$ cat src/rtl/clk_div_pkg.sv
// Shared types for the clock-divider run/stop scheduler.
package clk_div_pkg;

    localparam int CNT_W_DEF = 19;

    typedef enum logic [1:0] {
        IDLE = 2'd0,
        RUN  = 2'd1,
        STOP = 2'd2
    } state_e;

endpackage

$ cat src/rtl/clk_div_core.sv
// Half-period counter with 50% toggle, rising-edge tick and the active divisor register.
module clk_div_core
    import clk_div_pkg::*;
#(
    parameter int CNT_W   = CNT_W_DEF,
    parameter int DEF_DIV = 250000
) (
    input  logic             clk_i,
    input  logic             rst_ni,
    input  logic             run_i,
    input  logic             clr_i,
    input  logic             load_i,
    input  logic [CNT_W-1:0] load_val_i,
    output logic             bnd_o,
    output logic             clk_out_o,
    output logic             tick_o,
    output logic [CNT_W-1:0] div_o
);

    logic [CNT_W-1:0] count_q, count_d;
    logic [CNT_W-1:0] div_q, div_d;
    logic             clk_q, clk_d;
    logic             tick_q, tick_d;

    // Gated by run so an idle counter sitting at 0 never looks like a boundary when div is 1.
    assign bnd_o = run_i && (count_q == div_q - CNT_W'(1));

    always_comb begin
        count_d = '0;
        clk_d   = clk_q;
        tick_d  = 1'b0;
        div_d   = div_q;
        if (run_i && !clr_i && !bnd_o) begin
            count_d = count_q + CNT_W'(1);
        end
        if (clr_i) begin
            clk_d = 1'b0;
        end else if (bnd_o) begin
            clk_d  = ~clk_q;
            tick_d = ~clk_q;
        end
        if (load_i) begin
            div_d = load_val_i;
        end
    end

    always_ff @(posedge clk_i or negedge rst_ni) begin
        if (!rst_ni) begin
            count_q <= '0;
            clk_q   <= 1'b0;
            tick_q  <= 1'b0;
            div_q   <= CNT_W'(DEF_DIV);
        end else begin
            count_q <= count_d;
            clk_q   <= clk_d;
            tick_q  <= tick_d;
            div_q   <= div_d;
        end
    end

    assign clk_out_o = clk_q;
    assign tick_o    = tick_q;
    assign div_o     = div_q;

endmodule

$ cat src/rtl/clk_div_sched.sv
// Run/stop FSM, pending-divisor register and cfg handshake around clk_div_core.
module clk_div_sched
    import clk_div_pkg::*;
#(
    parameter int CNT_W   = CNT_W_DEF,
    parameter int DEF_DIV = 250000
) (
    input  logic             clk_in,
    input  logic             reset,
    input  logic             en,
    input  logic             cfg_valid,
    input  logic [CNT_W-1:0] cfg_div,
    output logic             cfg_ready,
    output logic             cfg_err,
    output logic             clk_out,
    output logic             tick,
    output logic             busy,
    output logic [CNT_W-1:0] active_div
);

    state_e           state_q, state_d;
    logic [CNT_W-1:0] pend_q, pend_d;
    logic             pend_valid_q, pend_valid_d;
    logic             cfg_err_q, cfg_err_d;
    logic             run, clr, bnd, load;
    logic [CNT_W-1:0] load_val;
    logic             accept, good, apply;

    assign run = (state_q != IDLE);

    always_comb begin
        state_d = state_q;
        clr     = 1'b0;
        case (state_q)
            IDLE: if (en) state_d = RUN;
            RUN:  if (!en) state_d = STOP;
            STOP: begin
                if (en) begin
                    state_d = RUN;
                end else if (!clk_out) begin
                    // Already low: park now and suppress any 0->1 boundary this cycle.
                    state_d = IDLE;
                    clr     = 1'b1;
                end else if (bnd) begin
                    state_d = IDLE;
                end
            end
            default: state_d = IDLE;
        endcase
    end

    assign cfg_ready = ~pend_valid_q;
    assign accept    = cfg_valid && cfg_ready;
    assign good      = accept && (cfg_div != '0);
    // Pending divisor lands on a falling boundary or while parked in IDLE.
    assign apply     = pend_valid_q && ((bnd && clk_out) || (state_q == IDLE));

    always_comb begin
        pend_d       = pend_q;
        pend_valid_d = pend_valid_q;
        cfg_err_d    = accept && (cfg_div == '0);
        load         = 1'b0;
        load_val     = cfg_div;
        if (apply) begin
            load         = 1'b1;
            load_val     = pend_q;
            pend_valid_d = 1'b0;
        end else if (good) begin
            if (state_q == IDLE) begin
                load = 1'b1;
            end else begin
                pend_d       = cfg_div;
                pend_valid_d = 1'b1;
            end
        end
    end

    always_ff @(posedge clk_in or negedge reset) begin
        if (!reset) begin
            state_q      <= IDLE;
            pend_q       <= '0;
            pend_valid_q <= 1'b0;
            cfg_err_q    <= 1'b0;
        end else begin
            state_q      <= state_d;
            pend_q       <= pend_d;
            pend_valid_q <= pend_valid_d;
            cfg_err_q    <= cfg_err_d;
        end
    end

    clk_div_core #(
        .CNT_W   (CNT_W),
        .DEF_DIV (DEF_DIV)
    ) u_core (
        .clk_i      (clk_in),
        .rst_ni     (reset),
        .run_i      (run),
        .clr_i      (clr),
        .load_i     (load),
        .load_val_i (load_val),
        .bnd_o      (bnd),
        .clk_out_o  (clk_out),
        .tick_o     (tick),
        .div_o      (active_div)
    );

    assign cfg_err = cfg_err_q;
    assign busy    = run;

endmodule

$ cat config.mk
export PLATFORM = sky130hd
export DESIGN_NAME = clk_div_sched
export DESIGN_NICKNAME = d
export VERILOG_FILES = /design/src/rtl/clk_div_pkg.sv /design/src/rtl/clk_div_core.sv /design/src/rtl/clk_div_sched.sv
export SDC_FILE = /design/constraint.sdc
export NUM_CORES = 1
export LEC_CHECK = 0
export ABC_CLOCK_PERIOD_IN_PS = 6100
export CAP_MARGIN = 20
export CORE_AREA = 2 2 90 110
export CTS_CLUSTER_DIAMETER = 150
export DETAILED_ROUTE_END_ITERATION = 16
export DIE_AREA = 0 0 92 112
export PLACE_DENSITY = 0.71
export SLEW_MARGIN = 15
export SYNTH_ARGS = -nofsm -noshare
export SYNTH_HDL_FRONTEND = slang
export SYNTH_SLANG_ARGS = --single-unit
$ cat constraint.sdc
create_clock -name clk_in -period 6.1 [get_ports clk_in]
set_input_delay 0.915 -clock clk_in [delete_from_list [all_inputs] [get_ports clk_in]]
set_output_delay 0.915 -clock clk_in [all_outputs]
set_load 0.01 [all_outputs]
=== Word-level counts from Yosys, hierarchy flattened ===
Index checks and enable logic that the tools add are counted.

* Word-level logic and storage cells: 62
* Flip-flop bits (word level): 63
* Input port bits: 23
* Output and inout port bits: 24

* Reduce and logical (&&, ||, !) cells: 20
* Bitwise gates (word level): 4
* Add/subtract/negate cells: 2
* Eq/ne operators: 7
* Mux-type cells: 21

{| class="wikitable"
|+ Operators by type and width
! kind !! number
|-
| $mux 19 || 2
|-
| $add 19x1->19 const B || 1
|-
| $eq 19x19->1 || 1
|-
| $logic_not 19->1 || 1
|-
| $reduce_bool 19->1 || 1
|-
| $sub 19x1->19 const B || 1
|-
| $mux 1 || 13
|-
| $mux 2 || 5
|-
| $logic_and 1x1->1 || 8
|-
| $ne 2x2->1 const B || 3
|-
| $pmux 2 s3 || 1
|-
| $reduce_and 3->1 || 2
|-
| $reduce_bool 2->1 || 3
|-
| $ne 4x4->1 const B || 1
|-
| $not 1->1 || 4
|-
| $eq 2x1->1 const B || 1
|-
| $eq 2x2->1 const B || 1
|-
| $logic_not 1->1 || 2
|-
| $logic_not 2->1 || 1
|-
| $reduce_and 2->1 || 1
|-
| $logic_or 1x1->1 || 1
|}

=== Logic depth before layout (Yosys ltp) ===
* Word-level depth: 8
* Mapped depth: 12

=== Modules after synthesis ===
Synthesis repeated with hierarchy kept, for this count alone.

* Cell total of the unflattened synthesis: 325
* Area total of the unflattened synthesis: 3627.2 sq um

{| class="wikitable"
|+ By module, submodules not included
! module !! area each (sq um) !! sequential area each (sq um) !! cells each !! times used
|-
| clk_div_core || 2387.3 || 1009.7 || 235 || 1
|-
| clk_div_sched || 1239.9 || 575.6 || 90 || 1
|}

=== Least setup slack after synthesis ===
Ideal clock, no wire load.

* Path type: register -> register
* Start: register u_core.div_q[6], in the netlist u_core.div_o[6]
* End: register u_core.div_q[10], in the netlist u_core.div_o[10]
* Clock period less this slack: 3.648 ns
* Path buffers: 3
* Setup slack: 2.452 ns
* Cell stages (with the launch flop): 11
* Setup time: 0.125 ns
* Arrival time: 3.523 ns
* Cell sequence: dfrtp_1 clkbuf_1 nor4_2 nor4b_1 mux2i_1 nor2_1 or4_1 buf_2 o32ai_4 buf_6 mux2_4

* Longest elaborated chain between the ends: 7
* Elaborated cells between the ends (all ways): 8
* Those cells by class: add/sub: 1; eq/ne: 1; mux: 2; reduce/logical: 4

{| class="wikitable"
|+ RTL lines
! item !! RTL line !! source
|-
| start: declaration || clk_div_core.sv:21 || <nowiki>logic [CNT_W-1:0] div_q, div_d;</nowiki>
|-
| start signal: assignment || clk_div_core.sv:52 || <nowiki>div_q <= CNT_W'(DEF_DIV);</nowiki>
|-
| start signal: assignment || clk_div_core.sv:57 || <nowiki>div_q <= div_d;</nowiki>
|-
| $sub 19x1->19 * || clk_div_core.sv:26 || <nowiki>assign bnd_o = run_i && (count_q == div_q - CNT_W'(1));</nowiki>
|-
| $eq 19x19->1 * || clk_div_core.sv:26 ||
|-
| $logic_and 1x1->1 * || clk_div_core.sv:26 ||
|-
| $logic_and 1x1->1 * || clk_div_sched.sv:56 || <nowiki>assign apply = pend_valid_q && ((bnd && clk_out) || (state_q == IDLE));</nowiki>
|-
| $logic_or 1x1->1 * || clk_div_sched.sv:56 ||
|-
| $logic_and 1x1->1 * || clk_div_sched.sv:56 ||
|-
| $mux 19 or $mux 1 (tied branches) || clk_div_sched.sv:64 || <nowiki>if (apply) begin</nowiki>
|}

Mark *: on every way between the ends. The rest lies on a longest branch, timed or not.
A chain may end at the register's enable or synchronous reset.

=== Worst setup path after layout ===
* Start: register u_core.div_q[6], in the netlist u_core.div_o[6]
* End: register u_core.div_q[5], in the netlist u_core.div_o[5]

Same word-level chain as after synthesis.

==> key figures <==
Die
  – Placeable core region: 0.00927 mm²
  – Die width: 92 µm
  – Rows: 39
  – Die ar.: around 0.010 mm²
  – IO Count: 47
  – Initial Util: 39.1%
  – Die H: roughly 110 µm

Worst setup path
  – Crit-path max FO: 14
  – Worst EP required: 6310 ps
  – CP max stage cell: nor4_2
  – Crit path DAT: 4200 ps
  – Worst path cell trace: nor4_2 > nor4b_1 > mux2i_1 > nor2_1 > or4_1 > o32ai_4 > buf_8 > mux2_2
  – CP endpoint kind: register
  – Startpoint types: register
  – Reg-to-reg setup timing slack: 2100 ps
  – Setup CP Type: register to register
  – Crit-path max cell delay: 650 ps

Clock tree
  – CTS resizes: 0
  – Clock Latency Late Sink: 320 ps
  – Clk buf depth: 2
  – CTS tree: built
  – Htree depth: 3
  – Cts hold-fix bufs: 0
  – Post-CTS Setup Bufs: 0
  – Clock Tree Root: clkbuf_16
  – Clock sinks: 63
  – CTS Buf Count: 9
  – Worst-path clk slew: roughly 50 ps

STA
  – Fin Clk Skew: 8.88 ps
  – Final setup viols: 0
  – Final worst path period share: between 60 and 70%
  – Fmax: 250 MHz
  – Setup TNS: 0 ps
  – Min Tclk post-route: 4000 ps
  – RSZ-0062 raised after global routing: no
  – Final Slew Violations: 0
  – Final hold violation count: 0
  – Worst slew margin: 40.7%
  – Pin slew with the least headroom to its limit: 890 ps

Detailed routing
  – Vias: 2717
  – Via density per instance: 5.38
  – Routed Antenna Nets: 0
  – Drt drc: 0
  – WL/cell: between 15 and 20 µm
  – Final wirelength: 8190 µm
  – Drt first pass iters: 5
  – Drt first-iter violations: between 150 and 200

Cells and area
  – N_diodes: 0
  – Final instance area: 0.00453 mm²
  – # nets final: 402
  – Area grow syn2layout: 25.0%
  – Fillers: 847
  – Share of layout cells above drive strength 1: between 20% and 30%

Placement
  – RePlAce Congestion: 0.901
  – Dpl cell area: 0.00416 mm²
  – IO buf count: 46
  – HPWL after DPL: 5790 µm

Synth
  – Post-Syn Area: 0.00362 mm²
  – Cells after Synth: roughly 340
  – Most used DFF post-synth: dfrtp_1
  – Distinct cells, synth: 51
  – Ranking of synthesized cells by area: dfrtp_1, mux2_2, xnor2_1, dfstp_2, mux2_4
  – Synth top area share: 38.7%
  – Count leader, synth: dfrtp_1
  – Commonest cells in the netlist: dfrtp_1, mux2_2, nor2_1
  – Syn Nets: 360
  – Sequential area share after synthesis: 43.7%
  – Register bit count reported by yosys: 63
  – Total number of yosys warnings: 0
  – Cell taking the most area after synthesis: dfrtp_1
  – Syn Area/Cell: 10.8 µm²
  – Asr flop ratio synth: 100%
  – Number of synthesized flops with an enable pin: 0

Global routing
  – Global-route wire length before repair: approximately 14000 µm
  – Initial antenna violation count: 0
  – Global-route usage over all layers: 17.0%
  – Largest net degree at the start of global routing: 64
  – Vias in the first global route: 2811
  – Remaining global-route overflow: 0

Power
  – Power per cell area: ~400 mW/mm²
  – Worst IR Drop VDD: ~0.22 mV
  – Leak pwr: between 1.5 and 2 nW

Hold path
  – Worst hold-check path type: register to register

Status
  – Status: completed

Flow run
  – Max Cap Viol: 0
cell type report:
type / count / area (µm²) / share of cell area [%]
Clock buffer: 13 / 260 / 5.75
Clock inverter: 3 / 90.1 / 1.99
Inverter: 8 / 30.0 / 0.663
Multi-Input combinational cell: 246 / 1920 / 42.5
Sequential cell: 63 / 1590 / 35.0
Tap cell: 123 / 154 / 3.40
Timing Repair Buffer: 49 / 485 / 10.7
metal layers:
metal	wire length, µm	GRT usage, %	part of all wire (%)	vias up
met4	198	8.66	2.4	0
met5	0	0	0	-
met2	4130	27.5	50	51
met3	368	4.47	4.5	14
li1	-	-	-	1295
met1	3490	20.8	43	1357
flip-flops by register name (all words and copies together) (netlist names):
signal and flops:
u_core.count_q 19, pend_valid_q 1, u_core.div_o 19, u_core.clk_out_o 1, cfg_err 1, pend_q 19, u_core.tick_o 1, state_q 2
through the flow:
stage / hold slack, ps / setup slack [ps] / cells / total power, mW / utilization [%]
final: 489 / 2100 / 505 / 1.83 / 48.9
after global routing: 508 / 1940 / 505 / 1.92 / 48.9
after CTS: 495 / 1890 / 504 / 1.84 / 48.7
after detailed placement: 482 / 1910 / 488 / 1.24 / 44.9
after global placement: 477 / 1990 / 488 / 1.22 / 44.9
after floorplan: 459 / 2450 / 335 / 1.01 / -
layout by cell type (no fill, tap or decap), types with 2 or more instances in the layout:
cell type        synthesis  routed
o2111ai_1                2       2
ha_1                     2       2
mux2i_1                  3       3
mux2_4                  10      10
nand4_1                  9       9
nor3b_1                  2       2
or4_1                    3       3
nor4_1                  10      10
nor2_1                  31      31
nand3b_1                 2       2
nand4b_1                 3       3
and3_1                   6       6
clkbuf_1                14       2
a31oi_1                  2       2
o31ai_1                  2       2
dfrtp_1                 56      56
buf_4                    0       2
nor3_1                   8       8
or3_1                    3       3
xor2_1                  17      17
o211ai_1                 2       2
inv_1                    8       8
nand3_1                 13      13
clkbuf_16                0       9
clkdlybuf4s50_1          0      45
bufinv_16                0       3
o21ai_0                  3       3
nand2_1                 12      12
xnor2_1                 22      22
dfstp_2                  7       7
nand2b_1                 3       3
mux2_2                  47      47
clkbuf_8                 0       2
nor2b_1                  4       4
o22ai_1                  2       2
a21oi_1                  6       6
critical path: cells and delay by family, from the launching register on:
kind	cells	cell delay [ps]
compound gates	1	590
buf+inv	1	250
flops	1	490
mux	2	610
simple gates	4	1920
where the power goes:
part | switching, mW | total [mW] | leakage [nW] | internal, mW
Clock | 0.173 | 0.595 | 0.170 | 0.421
Combinational | 0.240 | 0.576 | 0.837 | 0.336
Sequential | 0.133 | 0.657 | 0.780 | 0.524
Total | 0.547 | 1.83 | 1.79 | 1.28
path summary, 6_finish.rpt:
kind	startpoint	endpoint	cells after the start
setup reg to reg	u_core.div_o[6]	u_core.div_o[5]	8
hold reg to reg	pend_q[1]	u_core.div_o[1]	1
min in group asynchronous	reset	cfg_err	2
setup / recovery	u_core.div_o[6]	u_core.div_o[5]	8
hold / removal	pend_q[1]	u_core.div_o[1]	1
max in group asynchronous	reset	u_core.div_o[13]	2
kinds of logic after synthesis:
kind of cell             synth area share [%]
adder cells (fa/ha/maj)                 0.690
buffers and inverters                    3.18
multiplexers                             19.9
XOR/XNOR                                 9.42
AND/OR/NAND/NOR                          16.6
AO/OA/AOI/OAI                            6.49
flip-flops                               43.7
(Power assumes the default switching activity.)
